==> src/rtl/if_stage.sv <==
// Instruction fetch stage: owns the fetch PC, drives the instruction SRAM port
// and buffers one instruction for decode, tracking delay slots and flushes.
module if_stage #(
    parameter logic [31:0] RESET_PC = 32'hBFC0_0000,
    parameter logic [31:0] EX_ENTRY = 32'hBFC0_0380
) (
    input  logic        clk,
    input  logic        reset,
    input  logic        ds_allowin,
    input  logic        br_bus_en,
    input  logic        br_taken,
    input  logic [31:0] br_target,
    input  logic        flush_ex,
    input  logic        flush_eret,
    input  logic [31:0] c0_epc,
    output logic        inst_sram_req,
    output logic [31:0] inst_sram_addr,
    input  logic        inst_sram_addr_ok,
    input  logic        inst_sram_data_ok,
    input  logic [31:0] inst_sram_rdata,
    output logic        fs_valid,
    output logic [31:0] fs_pc,
    output logic [31:0] fs_inst,
    output logic        fs_bd,
    output logic        fs_ex,
    output logic [4:0]  fs_exccode,
    output logic [31:0] fs_badvaddr
);

    typedef enum logic [2:0] {IDLE, REQ, WAIT, HOLD, CANCEL} state_t;

    typedef struct packed {
        logic [31:0] pc;
        logic [31:0] inst;
        logic        bd;
        logic        ex;
        logic [4:0]  exccode;
        logic [31:0] badvaddr;
    } fs_buf_t;

    state_t      state, state_n;
    logic [31:0] pc, pc_n;
    logic        br_pending, br_pending_n;
    logic        br_taken_q, br_taken_n;
    logic [31:0] br_target_q, br_target_n;
    logic        redirect_valid, redirect_valid_n;
    logic [31:0] redirect_pc, redirect_pc_n;
    fs_buf_t     buf_q, buf_n;

    logic        flush;
    logic [31:0] flush_pc;
    logic        misaligned;
    logic        deliver;
    logic        cap_bd;
    logic [31:0] next_pc;

    assign flush      = flush_ex | flush_eret;
    assign flush_pc   = flush_ex ? EX_ENTRY : c0_epc;
    assign misaligned = pc[1:0] != 2'b00;
    assign deliver    = (state == HOLD) & ds_allowin;
    assign cap_bd     = br_pending | br_bus_en;

    always_comb begin
        if (br_pending && br_taken_q)
            next_pc = br_target_q;
        else if (br_bus_en && br_taken)
            next_pc = br_target;
        else
            next_pc = pc + 32'd4;
    end

    always_comb begin
        state_n          = state;
        pc_n             = pc;
        br_pending_n     = br_pending;
        br_taken_n       = br_taken_q;
        br_target_n      = br_target_q;
        redirect_valid_n = redirect_valid;
        redirect_pc_n    = redirect_pc;
        buf_n            = buf_q;

        if (br_bus_en && !deliver) begin
            br_pending_n = 1'b1;
            br_taken_n   = br_taken;
            br_target_n  = br_target;
        end

        unique case (state)
            IDLE: begin
                state_n = REQ;
                if (flush) pc_n = flush_pc;
            end
            REQ: begin
                if (misaligned) begin
                    if (flush) begin
                        pc_n = flush_pc;
                    end else begin
                        buf_n.pc       = pc;
                        buf_n.inst     = 32'h0;
                        buf_n.bd       = cap_bd;
                        buf_n.ex       = 1'b1;
                        buf_n.exccode  = 5'h04;
                        buf_n.badvaddr = pc;
                        state_n        = HOLD;
                    end
                end else begin
                    // the address is held until accepted; redirect is deferred
                    if (flush) begin
                        redirect_valid_n = 1'b1;
                        redirect_pc_n    = flush_pc;
                    end
                    if (inst_sram_addr_ok)
                        state_n = (flush || redirect_valid) ? CANCEL : WAIT;
                end
            end
            WAIT: begin
                if (inst_sram_data_ok) begin
                    if (flush) begin
                        pc_n    = flush_pc;
                        state_n = REQ;
                    end else begin
                        buf_n.pc       = pc;
                        buf_n.inst     = inst_sram_rdata;
                        buf_n.bd       = cap_bd;
                        buf_n.ex       = 1'b0;
                        buf_n.exccode  = 5'h00;
                        buf_n.badvaddr = 32'h0;
                        state_n        = HOLD;
                    end
                end else if (flush) begin
                    redirect_valid_n = 1'b1;
                    redirect_pc_n    = flush_pc;
                    state_n          = CANCEL;
                end
            end
            HOLD: begin
                if (flush) begin
                    pc_n    = flush_pc;
                    state_n = REQ;
                end else if (ds_allowin) begin
                    pc_n         = next_pc;
                    br_pending_n = 1'b0;
                    state_n      = REQ;
                end
            end
            CANCEL: begin
                if (flush) redirect_pc_n = flush_pc;
                if (inst_sram_data_ok) begin
                    pc_n             = flush ? flush_pc : redirect_pc;
                    redirect_valid_n = 1'b0;
                    state_n          = REQ;
                end
            end
            default: state_n = IDLE;
        endcase

        if (flush) br_pending_n = 1'b0;
    end

    always_ff @(posedge clk) begin
        if (reset) begin
            state          <= IDLE;
            pc             <= RESET_PC;
            br_pending     <= 1'b0;
            br_taken_q     <= 1'b0;
            br_target_q    <= 32'h0;
            redirect_valid <= 1'b0;
            redirect_pc    <= 32'h0;
            buf_q          <= '0;
        end else begin
            state          <= state_n;
            pc             <= pc_n;
            br_pending     <= br_pending_n;
            br_taken_q     <= br_taken_n;
            br_target_q    <= br_target_n;
            redirect_valid <= redirect_valid_n;
            redirect_pc    <= redirect_pc_n;
            buf_q          <= buf_n;
        end
    end

    assign inst_sram_req  = (state == REQ) & ~misaligned;
    assign inst_sram_addr = pc;
    assign fs_valid       = state == HOLD;
    assign fs_pc          = buf_q.pc;
    assign fs_inst        = buf_q.inst;
    assign fs_bd          = buf_q.bd | ((state == HOLD) & br_bus_en);
    assign fs_ex          = buf_q.ex;
    assign fs_exccode     = buf_q.exccode;
    assign fs_badvaddr    = buf_q.badvaddr;

endmodule

==> config.mk <==
export PLATFORM = sky130hd
export DESIGN_NAME = if_stage
export DESIGN_NICKNAME = d
export VERILOG_FILES = /design/src/rtl/if_stage.sv
export SDC_FILE = /design/constraint.sdc
export NUM_CORES = 1
export LEC_CHECK = 0
export BUFFER_PORTS_ARGS = -buffer_cell sky130_fd_sc_hd__buf_2
export CAP_MARGIN = 20
export CORE_MARGIN = 5
export CORE_UTILIZATION = 55
export DETAILED_ROUTE_END_ITERATION = 6
export HOLD_SLACK_MARGIN = 0.05
export PLACE_DENSITY = 0.84
export SETUP_SLACK_MARGIN = 0.5
export SYNTH_ARGS = -nofsm -noshare
export SYNTH_HDL_FRONTEND = slang
export SYNTH_SLANG_ARGS = --single-unit
export TNS_END_PERCENT = 50
==> constraint.sdc <==
create_clock -name clk -period 2.8 [get_ports clk]
set_input_delay 0.56 -clock clk [delete_from_list [all_inputs] [get_ports clk]]
set_output_delay 0.56 -clock clk [all_outputs]
set_load 0.03 [all_outputs]
==> summary.txt <==
Route
  • Detailed Routing Iterations Pass 1: 6
  • Avg WL per Cell: 20.3 um
  • Iter 0 DRT Violations: 1203
  • Wire length on met2: 15200 um
  • Antenna viol nets, final: 0
  • Metal1 wirelength: 14000 um
  • DRC: 0
  • Met3 wire length: 3970 um
  • Total wire length: 34700 um
  • Max layer used: met4
  • Vias/cell: 6.08
  • Detailed-route via count: 10400

STA
  • Fin. Hold Viols: 0
  • Slew Viols, Final: 0
  • Worst-Margin Slew: 765 ps
  • Period utilization: 0.828
  • Tmin final: 2320 ps
  • F_max: 0.431 GHz
  • Slew Limit Headroom: 0.490
  • Final setup fails: 0
  • Final setup margin: 480 ps
  • Final Skew: 10.1 ps
  • RSZ-0062 raised after global routing: true
  • Setup TNS: 0 ps

Layout
  • Most frequent cells in the layout: nand2_1, buf_2, dfxtp_1
  • Synth-to-Final Area Change: 13.3%
  • Multi-input logic area: 4880 um2
  • # fillers: 1698
  • Nets: 1565
  • Antenna cell count: 0
  • Commonest non-fill, non-tap cell in the layout: nand2_1
  • FF+latch area: 4020 um2
  • Share of layout cells above drive strength 1: 0.260
  • Post-route design area: 11800 um2
  • Final Util: 0.631

Worst setup path
  • R2r setup slk: 560 ps
  • WP data required: 2240 ps
  • Crit path depth: 4
  • CP endpoint: inst_sram_req
  • Startpoint Class: flop
  • Delay-heaviest family, CP: simple AND/OR/NAND/NOR gates
  • Critical R2R Capture: inst_sram_addr[29]$_SDFFE_PP1P_
  • Worst R2R Start: inst_sram_addr[4]$_SDFFE_PP0P_
  • CP Data Arrival Time: 1760 ps
  • Worst Path Class, Setup: flop to output pin
  • Setup crit start: state[0]$_SDFFE_PP0P_
  • FF-to-FF path depth: 6
  • Crit-path slowest cell: dfxtp_4
  • CP Buf/Inv Count: 2
  • Critical path, cell by cell: inv_1, or3_4, nor3_4, buf_6
  • Worst Setup End Kind: output pin
  • CP peak stage delay: 430 ps
  • CP max FO: 13

Pwr
  • Clock Power Share: 0.227
  • Pwr dens: 928 nW/um2
  • Switching Share: 0.441
  • Comb power frac: 0.421
  • Leak: 4.81 nW
  • Internal power: 6.10 mW
  • Sequential Power Share: 0.352
  • Total Power: 10.9 mW
  • Psw: 4.81 mW
  • Worst VDD drop: 0.518 mV

Floorplan
  • Core area: 18600 um2
  • Num rows: 50
  • Starting density of the core: 0.557
  • Die Wd: 147 um
  • Full die area: 21700 um2
  • Die height: 147 um
  • Ports: 242

Clock network
  • CTS tree: built
  • Clk slew on worst S/H paths: 80 ps
  • Clk_lat worst skew: 440 ps
  • H-tree depth: 4
  • CTS root buffer: clkbuf_16
  • CTS max path bufs: 2
  • Num CTS Buffers: 17
  • CTS sink cnt: 200

Global routing
  • Number of antenna violations at the first check in global routing: 0
  • Pin count of the biggest net entering global routing: 166
  • Number of global-route vias before repair: 9439
  • Tot GR Track Use: 0.306
  • Grt total ovfl: 0
  • First-pass GRT wire length: 52800 um

Yosys
  • Post-Synthesis Cells: 1362
  • Main synth FF type: dfxtp_1
  • Yosys reg bits: 200
  • Mapped Area: 10400 um2
  • Register area share after synthesis: 0.386
  • Post-synthesis cell type count: 74
  • Syn avg cell area: 7.62 um2
  • Synth warnings: 0
  • Number of flops mapped to enable cells by yosys: 0
  • Asr flop ratio synth: 0

Placed design
  • Number of buffers inserted by port buffering: 237
  • Final HPWL DP: 25200 um
  • Gpl congestion: 1.00
  • Placed cell area: 11000 um2
  • Dpl ws: 209 ps

Status
  • Status: completed

Worst hold path
  • HP Class: input pin to flop

Job
  • Max-Cap Viols: 0
power by group through the flow:
stage                     clock network (mW)  registers, mW  logic, mW
after floorplan                            0           3.69       3.35
after global placement                     0           3.86       4.26
after detailed placement                   0           3.87       4.33
after CTS                               2.50           3.80       4.43
after global routing                    2.63           3.89       4.85
final                                   2.48           3.83       4.59
logic make-up after synthesis:
family	after synthesis	synth area share
and+or+nand+nor	517	0.226
muxes	1	0.000965
buffers and inverters	256	0.150
adders and majority gates	1	0.00121
xor gates and xnor gates	21	0.0177
AOI/OAI and AO/OA	365	0.217
other	1	0.000361
DFF	200	0.386
cell usage after synthesis (3+ instances only):
| master | instances | area (um2) |
|---|---|---|
| nor3_1 | 34 | 170 |
| a22o_1 | 5 | 43.8 |
| buf_1 | 5 | 18.8 |
| inv_1 | 8 | 30.0 |
| buf_4 | 139 | 1040 |
| clkbuf_1 | 70 | 263 |
| nor3_2 | 3 | 30.0 |
| nand2_1 | 256 | 961 |
| nor2_1 | 73 | 274 |
| or3_1 | 5 | 31.3 |
| dfxtp_1 | 200 | 4000 |
| o211ai_1 | 4 | 30.0 |
| xor2_1 | 9 | 78.8 |
| a311oi_1 | 7 | 61.3 |
| a2111oi_0 | 4 | 35.0 |
| buf_2 | 25 | 125 |
| o21ai_0 | 55 | 275 |
| a211oi_1 | 15 | 113 |
| a221o_1 | 6 | 60.1 |
| a31oi_1 | 8 | 50.1 |
| a21oi_1 | 176 | 881 |
| nand4_1 | 17 | 106 |
| o22ai_1 | 15 | 93.8 |
| and2_1 | 5 | 31.3 |
| nor4_1 | 3 | 18.8 |
| a32o_1 | 3 | 30.0 |
| a221oi_1 | 5 | 43.8 |
| nand3_1 | 86 | 430 |
| o22a_1 | 4 | 35.0 |
| a22oi_1 | 26 | 195 |
| xnor2_1 | 12 | 105 |
| nor2b_1 | 3 | 18.8 |
| buf_6 | 6 | 67.6 |
| o221ai_1 | 10 | 87.6 |
| and3_1 | 7 | 43.8 |
| nand3b_1 | 3 | 22.5 |
| and4_1 | 4 | 35.0 |
worst min-delay path by stage:
stage | from | slack [ps] | depth (start not counted) | to
after global placement | fs_inst[3]$_SDFFE_PP0P_ | 430 | 2 | fs_inst[3]$_SDFFE_PP0P_
final | br_target[6] | 360 | 3 | br_target_q[6]$_SDFFE_PP0P_
after CTS | br_target[6] | 350 | 3 | br_target_q[6]$_SDFFE_PP0P_
after global routing | br_target[4] | 350 | 3 | br_target_q[4]$_SDFFE_PP0P_
after detailed placement | fs_inst[13]$_SDFFE_PP0P_ | 440 | 2 | fs_inst[13]$_SDFFE_PP0P_
after floorplan | br_target_q[10]$_SDFFE_PP0P_ | 430 | 2 | br_target_q[10]$_SDFFE_PP0P_
layer usage:
metal	track usage	vias to the layer above
met5	0	-
met2	0.456	671
met1	0.424	4786
met4	0.139	0
li1	-	4818
met3	0.0648	105
metrics by stage:
stage / instances / hold slack [ps]
floorplan: 1365 / 432
finish: 1706 / 361
CTS: 1706 / 350
global route: 1706 / 354
detailed placement: 1672 / 440
global placement: 1671 / 435
registers in the layout, indices dropped and copies added, names as in the netlist:
signal / cells
br_taken_q: 1
br_pending: 1
inst_sram_addr: 32
fs_pc: 32
redirect_pc: 32
fs_inst: 32
br_target_q: 32
fs_exccode: 1
state: 3
redirect_valid: 1
fs_badvaddr: 32
buf_q: 1
area by class of cell:
class	instances	area share
multi-input cells	909	0.415
repair buffers	322	0.163
clock buffers	17	0.0362
clock inverters	15	0.0157
flip-flops and latches	200	0.342
well taps	234	0.0249
inverters	9	0.00309
repair_timing:
item	CTS	global route
gates resized for setup	15	13
setup buffers	2	0
endpoints found under the setup margin	49	56
hold buffers	0	0
pin swaps	2	1
endpoints found under the hold margin	0	0
tightest hold or removal path, stage by stage:
cell     delay [ps]
buf_2           100
nand2_1          50
a21oi_1          50
Note: power is estimated with default switching activity, not from simulation.
